[src/rtl/instr_mem_loader_if.sv]
// Word stream in, byte write port out, for the instruction memory loader.
// slave: loader side; master: the source/memory side.
interface instr_mem_loader_if #(
  parameter int ADDR_W = 10
);
  logic              in_valid;
  logic [31:0]       in_data;
  logic              in_ready;
  logic              mem_we;
  logic [ADDR_W-1:0] mem_addr;
  logic [7:0]        mem_wdata;

  modport master (
    output in_valid,
    output in_data,
    input  in_ready,
    input  mem_we,
    input  mem_addr,
    input  mem_wdata
  );

  modport slave (
    input  in_valid,
    input  in_data,
    output in_ready,
    output mem_we,
    output mem_addr,
    output mem_wdata
  );
endinterface

[src/rtl/instr_mem_loader.sv]
// Loads 32-bit words into byte-addressed instruction memory, MSB first.
// Ports: clk, rst (sync, low), start/num_words, bus (stream + byte
// write port), busy/done/err status, words_written count.
module instr_mem_loader #(
  parameter int ADDR_W    = 10,
  parameter int BASE_ADDR = 0,
  parameter int MAX_WORDS = 256
) (
  input  logic       clk,
  input  logic       rst,
  input  logic       start,
  input  logic [8:0] num_words,
  instr_mem_loader_if.slave bus,
  output logic       busy,
  output logic       done,
  output logic       err,
  output logic [8:0] words_written
);

  typedef enum logic [1:0] {
    IDLE,
    RECV,
    WR,
    DONE
  } state_t;

  localparam logic [ADDR_W-1:0] BASE =
    ADDR_W'(BASE_ADDR);
  localparam logic [8:0] MAXW = 9'(MAX_WORDS);

  state_t            state_q, state_d;
  logic [ADDR_W-1:0] addr_q, addr_d;
  logic [8:0]        len_q, len_d;
  logic [31:0]       word_q, word_d;
  logic [1:0]        idx_q, idx_d;
  logic [8:0]        ww_q, ww_d;
  logic              we_q, we_d;
  logic [ADDR_W-1:0] maddr_q, maddr_d;
  logic [7:0]        wdata_q, wdata_d;
  logic              busy_q, busy_d;
  logic              done_q, done_d;
  logic              err_q, err_d;
  logic [1:0]        idx_nxt;
  logic [8:0]        ww_inc;

  // Byte i of a word, big-endian: i=0 is bits 31:24.
  function automatic logic [7:0] byte_of(
    input logic [31:0] w,
    input logic [1:0]  i
  );
    logic [7:0] b;
    b = w[31:24];
    unique case (i)
      2'd0: b = w[31:24];
      2'd1: b = w[23:16];
      2'd2: b = w[15:8];
      2'd3: b = w[7:0];
    endcase
    return b;
  endfunction

  assign idx_nxt = idx_q + 2'd1;
  assign ww_inc  = ww_q + 9'd1;

  always_comb begin
    state_d = state_q;
    addr_d  = addr_q;
    len_d   = len_q;
    word_d  = word_q;
    idx_d   = idx_q;
    ww_d    = ww_q;
    we_d    = 1'b0;
    maddr_d = maddr_q;
    wdata_d = wdata_q;
    busy_d  = busy_q;
    done_d  = 1'b0;
    err_d   = err_q;

    unique case (state_q)
      IDLE: begin
        if (start) begin
          addr_d = BASE;
          ww_d   = 9'd0;
          err_d  = 1'b0;
          busy_d = 1'b1;
          if (num_words == 9'd0) begin
            // Zero length: report, never write.
            err_d   = 1'b1;
            done_d  = 1'b1;
            state_d = DONE;
          end else if (num_words > MAXW) begin
            len_d   = MAXW;
            err_d   = 1'b1;
            state_d = RECV;
          end else begin
            len_d   = num_words;
            state_d = RECV;
          end
        end
      end

      RECV: begin
        if (bus.in_valid) begin
          // Byte 0 goes out straight from the bus so
          // the first write lands the cycle after accept.
          word_d  = bus.in_data;
          idx_d   = 2'd0;
          we_d    = 1'b1;
          maddr_d = addr_q;
          wdata_d = bus.in_data[31:24];
          addr_d  = addr_q + 1'b1;
          state_d = WR;
        end
      end

      WR: begin
        // idx_q is the byte currently on the port.
        if (idx_q != 2'd3) begin
          idx_d   = idx_nxt;
          we_d    = 1'b1;
          maddr_d = addr_q;
          wdata_d = byte_of(word_q, idx_nxt);
          addr_d  = addr_q + 1'b1;
        end else begin
          ww_d = ww_inc;
          if (ww_inc == len_q) begin
            done_d  = 1'b1;
            state_d = DONE;
          end else begin
            state_d = RECV;
          end
        end
      end

      DONE: begin
        busy_d  = 1'b0;
        state_d = IDLE;
      end
    endcase
  end

  always_ff @(posedge clk) begin
    if (!rst) begin
      state_q <= IDLE;
      addr_q  <= '0;
      len_q   <= '0;
      word_q  <= '0;
      idx_q   <= '0;
      ww_q    <= '0;
      we_q    <= 1'b0;
      maddr_q <= '0;
      wdata_q <= '0;
      busy_q  <= 1'b0;
      done_q  <= 1'b0;
      err_q   <= 1'b0;
    end else begin
      state_q <= state_d;
      addr_q  <= addr_d;
      len_q   <= len_d;
      word_q  <= word_d;
      idx_q   <= idx_d;
      ww_q    <= ww_d;
      we_q    <= we_d;
      maddr_q <= maddr_d;
      wdata_q <= wdata_d;
      busy_q  <= busy_d;
      done_q  <= done_d;
      err_q   <= err_d;
    end
  end

  assign bus.in_ready  = (state_q == RECV);
  assign bus.mem_we    = we_q;
  assign bus.mem_addr  = maddr_q;
  assign bus.mem_wdata = wdata_q;
  assign busy          = busy_q;
  assign done          = done_q;
  assign err           = err_q;
  assign words_written = ww_q;

endmodule

[src/flat_wrapper.sv]
// flat-port wrapper written by rule: the top's interface ports become plain ports
module instr_mem_loader_flat 
#(
  parameter int ADDR_W    = 10,
  parameter int BASE_ADDR = 0,
  parameter int MAX_WORDS = 256
)
  (clk, rst, start, num_words, busy, done, err, words_written, bus_in_valid, bus_in_data, bus_in_ready, bus_mem_we, bus_mem_addr, bus_mem_wdata);
  instr_mem_loader_if #(.ADDR_W(ADDR_W)) bus_i ();
  input  logic clk;
  input  logic rst;
  input  logic start;
  input  logic [8:0] num_words;
  output logic busy;
  output logic done;
  output logic err;
  output logic [8:0] words_written;
  input wire logic [$bits(bus_i.in_valid)-1:0] bus_in_valid;
  input wire logic [$bits(bus_i.in_data)-1:0] bus_in_data;
  output wire logic [$bits(bus_i.in_ready)-1:0] bus_in_ready;
  output wire logic [$bits(bus_i.mem_we)-1:0] bus_mem_we;
  output wire logic [$bits(bus_i.mem_addr)-1:0] bus_mem_addr;
  output wire logic [$bits(bus_i.mem_wdata)-1:0] bus_mem_wdata;
  assign bus_i.in_valid = bus_in_valid;
  assign bus_i.in_data = bus_in_data;
  assign bus_in_ready = bus_i.in_ready;
  assign bus_mem_we = bus_i.mem_we;
  assign bus_mem_addr = bus_i.mem_addr;
  assign bus_mem_wdata = bus_i.mem_wdata;
  instr_mem_loader #(.ADDR_W(ADDR_W), .BASE_ADDR(BASE_ADDR), .MAX_WORDS(MAX_WORDS)) u_core (.clk(clk), .rst(rst), .start(start), .num_words(num_words), .bus(bus_i), .busy(busy), .done(done), .err(err), .words_written(words_written));
endmodule
[config.mk]
export PLATFORM = sky130hd
export DESIGN_NAME = instr_mem_loader_flat
export DESIGN_NICKNAME = d
export VERILOG_FILES = /design/src/rtl/instr_mem_loader_if.sv /design/src/rtl/instr_mem_loader.sv /design/src/flat_wrapper.sv
export SDC_FILE = /design/constraint.sdc
export NUM_CORES = 1
export LEC_CHECK = 0
export BUFFER_PORTS_ARGS = -buffer_cell sky130_fd_sc_hd__clkbuf_2
export CAP_MARGIN = 30
export CORE_MARGIN = 4
export CORE_UTILIZATION = 31
export DETAILED_ROUTE_END_ITERATION = 6
export HOLD_SLACK_MARGIN = 0.15
export PLACE_DENSITY_LB_ADDON = 0.05
export SYNTH_ARGS = -nofsm -noshare
export SYNTH_HDL_FRONTEND = slang
export SYNTH_SLANG_ARGS = --single-unit
[constraint.sdc]
create_clock -name clk -period 1.84 [get_ports clk]
set_input_delay 0.276 -clock clk [delete_from_list [all_inputs] [get_ports clk]]
set_output_delay 0.276 -clock clk [all_outputs]
set_load 0.02 [all_outputs]
# [Word level (Yosys, flattened, before mapping)]
# Cells that the tools add are included.
# W data, S select, Z words.
[word_totals] ff_bits=86 out_inout_bits=32 in_bits=45
[classes] n_eq_ne=12 order_cmp=1 bitwise_logic=1 addsub=3 muxes=36 n_reduce_logical=15
[ops] operator="$mux W10" count=5
[ops] operator="$pmux W8 S4" count=1
[ops] operator="$pmux W10 S3" count=1
[ops] operator="$mux W9" count=3
[ops] operator="$pmux W10 S2" count=1
[ops] operator="$pmux W9 S2" count=1
[ops] operator="$mux W8" count=2
[ops] operator="$pmux W8 S2" count=1
[ops] operator="$mux W2" count=7
[ops] operator="$reduce_and A3 Y1" count=4
[ops] operator="$add A10 B1 Y10 const B" count=1
[ops] operator="$add A9 B1 Y9 const B" count=1
[ops] operator="$eq A9 B9 Y1" count=1
[ops] operator="$gt A9 B9 Y1 const B" count=1
[ops] operator="$logic_not A9 Y1" count=1
[ops] operator="$mux W1" count=9
[ops] operator="$eq A2 B2 Y1 const B" count=4
[ops] operator="$ne A2 B2 Y1 const B" count=4
[ops] operator="$pmux W2 S4" count=1
[ops] operator="$pmux W1 S2" count=3
[ops] operator="$reduce_and A2 Y1" count=3
[ops] operator="$reduce_bool A2 Y1" count=3
[ops] operator="$eq A2 B1 Y1 const B" count=2
[ops] operator="$logic_not A2 Y1" count=2
[ops] operator="6 further kinds" count=6

# [Longest topological paths before layout]
[logic_depth] depth_word=5 ltp_mapped=9

# [Worst setup path before layout]
# OpenSTA, ideal clock, no wires.
[synth_timing] path_kind="reg2reg" from="register u_core.ww_q[0] (netlist: u_core.words_written[0])" to="register u_core.state_q[1]" path_buffers=1 path_stages_with_launch=8 t_arrival_ns=1.820 setup_slack_ns=-0.060 period_less_slack_ns=1.900 setup_ns=0.079 required_time_ns=1.761 cell_sequence="dfxtp_1 -> ha_1 -> and3_4 -> buf_6 -> a31oi_1 -> nor4_1 -> o2111ai_1 -> a211oi_2"
[synth_via] elab_chain_len=5
[synth_rtl] item="start, declared" line="instr_mem_loader.sv:36" rtl="logic [8:0] ww_q, ww_d;"
[synth_rtl] item="start signal, assigned" line="instr_mem_loader.sv:162" rtl="ww_q <= ww_d;"
[synth_rtl] item="$add A9 B1 Y9" line="instr_mem_loader.sv:63" rtl="assign ww_inc = ww_q + 9'd1;"
[synth_rtl] item="$eq A9 B9 Y1" line="instr_mem_loader.sv:126" rtl="if (ww_inc == len_q) begin"
[synth_rtl] item="$mux W2" line="instr_mem_loader.sv:126"
[synth_rtl] item="$mux W2" line="instr_mem_loader.sv:118" rtl="if (idx_q != 2'd3) begin"
[synth_rtl] item="$pmux W2 S4" line="instr_mem_loader.sv:79" rtl="unique case (state_q)"
[synth_rtl] item="end signal, assigned" line="instr_mem_loader.sv:157" rtl="state_q <= state_d;"
[synth_rtl] item="end, declared" line="instr_mem_loader.sv:31" rtl="state_t state_q, state_d;"
# Every way passes these cells. The select of a mux whose other input is x is not followed.
# A chain may end at the register's enable or synchronous reset.

# [Worst setup path after layout]
[layout_timing] from="register u_core.ww_q[1] (netlist: u_core.words_written[1])" to="register u_core.state_q[1]"
# The elaborated chain is that of the path after synthesis.

==> summary.txt <==
STA
  – Final Critical Period: 1740 ps
  – Hold Vio Cnt, Final: 0
  – Fmax: 0.573 GHz
  – Period utilization: 94.8%
  – Final setup viols: 0
  – Max Clock Skew: 7.25 ps
  – Final TNS setup: 0 ps
  – Rel. slew slack: 68.2%
  – Slew Limit Fails: 0
  – Worst-Margin Slew: 477 ps

Power and ir drop
  – P per Cell Area: 935 mW/mm^2
  – Maximum vdd ir drop: 0.000448 V
  – Flop pwr share: 43.1%
  – Clock power share: 35.0%
  – Switching Power: 1.44 mW
  – Pleak: 2.03 nW
  – Total power: 4.86 mW
  – Internal cell power: 3.42 mW
  – Comb power frac: 21.9%
  – Switch share: 29.7%

Worst setup path
  – Cells on worst reg2reg path: 6
  – Biggest cell delay along the critical path: 330 ps
  – Worst EP required: 2100 ps
  – Crit. End Element: flip-flop
  – Reg2Reg Capture Point: u_core.state_q[1]$_SDFFE_PN0P_
  – CP cell instances: ha_2, xnor2_1, nand3_1, nor4_2, o2111ai_2, a211oi_2
  – CP startpoint kind: flip-flop
  – Crit path kind: flip-flop to flip-flop
  – Slowest library cell on the worst path: ha_2
  – RR Startpoint: u_core.words_written[1]$_SDFFE_PN0P_
  – CP arrival: 2000 ps
  – Setup slack, reg-to-reg: 100 ps
  – Crit path max fanout: 2

Min path
  – Hold EP: u_core.word_q[15]$_SDFFE_PN0P_
  – Worst hold path class: input port to flip-flop
  – Hold_sp: bus_in_data[15]
  – Hold depth: 3

Logic synthesis
  – Largest cells by area after synthesis: dfxtp_1 42%, a21boi_0 11%, nand2_1 11%
  – Cell Area, Synth: 0.00412 sq mm
  – Syn Inst Count: 495
  – Most numerous cell in the Yosys netlist: nand2_1
  – XOR/XNOR share of the synthesized area: 4.25%
  – Yosys cell types: 44
  – Adder-Cell Fraction of Synth Area: 3.95%
  – Syn avg cell area: 8.33 sq um
  – Ys async rst share: 0%
  – Yosys reg bits: 86
  – Largest area contributor in the synthesized netlist: dfxtp_1
  – Synth Area in Compound Gates: 20.5%
  – Area share of and/or/nand/nor cells after synthesis: 22.9%
  – Ys Warns: 0
  – Net Count, Synth: 553
  – Post-synth EDFFs: 0
  – Top_reg_cell synth: dfxtp_1
  – Share of the synthesized area in the top cell type: 41.8%
  – Synth cell count leaders: 116 x nand2_1, 86 x dfxtp_1, 59 x a21boi_0
  – Multiplexer share of the synthesized area: 2.46%
  – Largest family of logic cells by synthesized area: simple AND/OR/NAND/NOR gates
  – Register area share after synthesis: 41.8%

CTS
  – Clock latency on the worst-skew pair: 340 ps
  – TritonCTS clock tree: built
  – H-tree lvl count: 3
  – CTS root buf: clkbuf_16
  – Clock Sink Count: 86
  – Clock Tree Buf Depth: 2
  – Post-CTS Setup Bufs: 0
  – Clock-pin transition on the worst setup and hold timing paths: 60 ps
  – Total CTS buffers: 9

Route
  – Number of remaining DRC errors: 0
  – First-pass DRT Iterations: 5
  – Routed via count: 3641
  – Initial DRC Count: 147
  – Avg WL per Cell: 14.1 um
  – Post-Route WL: 10.7 mm
  – Vias/cell: 4.80
  – Remaining antenna violation count: 0

Layout
  – Share of layout cells above drive strength 1: 24.7%
  – Number of diodes: 0
  – Nets: 641
  – Area Overhead vs Synth: 26.2%
  – Final Util: 40.6%
  – Filler cell count: 1374

Floorplan
  – DIE HEIGHT: 123 um
  – Starting Density: 32.1%
  – Io pins: 77
  – Die W: 123 um
  – Core area: 0.0128 sq mm
  – FP Rows: 41
  – Die area: 0.0152 sq mm

Global routing
  – Initial antenna violation count: 0
  – Global-route wire length before repair: 17.8 mm
  – GRT Overall Usage: 15.0%
  – Overflow after GRT: 0
  – Pin count of the biggest net entering global routing: 81
  – Vias in the first global route: 3659

Job
  – Total of max-cap violations: 0

Place
  – GPL Wtd Cong: 0.762
  – Port bufs: 76
  – Hpwl dp: 7.62 mm

Run status
  – Status: complete, no violations
[worst max path at each step]
| stage | start | to | depth (start not counted) |
|---|---|---|---|
| after global routing | u_core.words_written[1]$_SDFFE_PN0P_ | u_core.state_q[1]$_SDFFE_PN0P_ | 6 |
| final | u_core.words_written[1]$_SDFFE_PN0P_ | u_core.state_q[1]$_SDFFE_PN0P_ | 6 |
| after global placement | u_core.idx_q[0]$_SDFFE_PN0P_ | u_core.bus.mem_wdata[3]$_SDFFE_PN0P_ | 7 |
| after CTS | u_core.idx_q[1]$_SDFFE_PN0P_ | u_core.bus.mem_wdata[3]$_SDFFE_PN0P_ | 7 |
| after floorplan | u_core.words_written[1]$_SDFFE_PN0P_ | u_core.state_q[1]$_SDFFE_PN0P_ | 7 |
| after detailed placement | u_core.idx_q[0]$_SDFFE_PN0P_ | u_core.bus.mem_wdata[3]$_SDFFE_PN0P_ | 7 |
[critical path, delay by kind of cell (launching register included)]
kind,cells,cell delay (ps)
compound gates,2,460
xor+xnor,1,110
fa+ha+maj,1,330
flops,1,310
simple gates,2,450
[cell usage in the layout, fill, tap and decap left out, types with 9 or more instances in the layout]
cell,n
mux2i_1,9
nand3b_1,9
a21boi_0,59
o21ai_0,26
clkbuf_2,76
dfxtp_1,82
buf_4,29
clkbuf_16,9
nor2_1,21
a21oi_1,12
xnor2_1,10
nand2_1,116
nor2b_1,9
xor2_1,10
[metal layers]
metal	GRT usage [%]	vias to the layer above	wire length, um
li1	-	1887	-
met1	18.4	1673	4880
met2	25.8	68	5260
met3	3.02	13	418
met4	6.02	0	157
met5	0	-	0
[logic make-up (layout without fill, tap and decap cells)]
logic type	count (synthesis)	after routing
muxes	10	10
adders and majority gates	13	13
DFF	86	86
AOI/OAI and AO/OA	123	123
and+or+nand+nor	204	204
xor gates and xnor gates	20	20
buffers and inverters	39	131
[area by class of cell]
class	count	area [sq um]	share of cell area, %
Sequential cell	86	1730	33.2
Multi-Input combinational cell	370	2270	43.7
Clock buffer	11	253	4.86
Inverter	6	22.5	0.433
Clock inverter	4	22.5	0.433
Timing Repair Buffer	110	688	13.2
Tap cell	172	215	4.14
[sequential cells by signal, summed over array words and instances, names as in the netlist, 2 cells and up]
register              cells
u_core.len_q              9
u_core.idx_q              2
u_core.word_q            32
u_core.addr_q            10
u_core.bus.mem_addr      10
u_core.words_written      9
u_core.bus.mem_wdata      8
u_core.state_q            2
[power groups by stage]
stage	combinational, mW	sequential, mW	clock (mW)
final	1.06	2.09	1.70
after global routing	1.20	2.11	1.85
after CTS	1.07	2.10	1.78
after detailed placement	1.06	2.14	0
after global placement	1.06	2.13	0
after floorplan	0.571	2.18	0
[what timing repair did]
item	in CTS	in global routing
pin swaps	1	1
hold endpoints to repair	1	0
hold buffers	1	0
resized for setup	1	14
endpoints found under the setup margin	1	38
[through the flow]
step | std cells | hold slack (ps) | cell area [sq um] | worst slack, ps
finish | 759 | 167 | 5200 | 95.0
global route | 759 | 164 | 5200 | -11.2
CTS | 759 | 152 | 5160 | 17.3
detailed placement | 743 | 456 | 4870 | -37.1
global placement | 743 | 450 | 4870 | 8.40
floorplan | 495 | 421 | 4130 | 4.73
(Power assumes the default switching activity.)
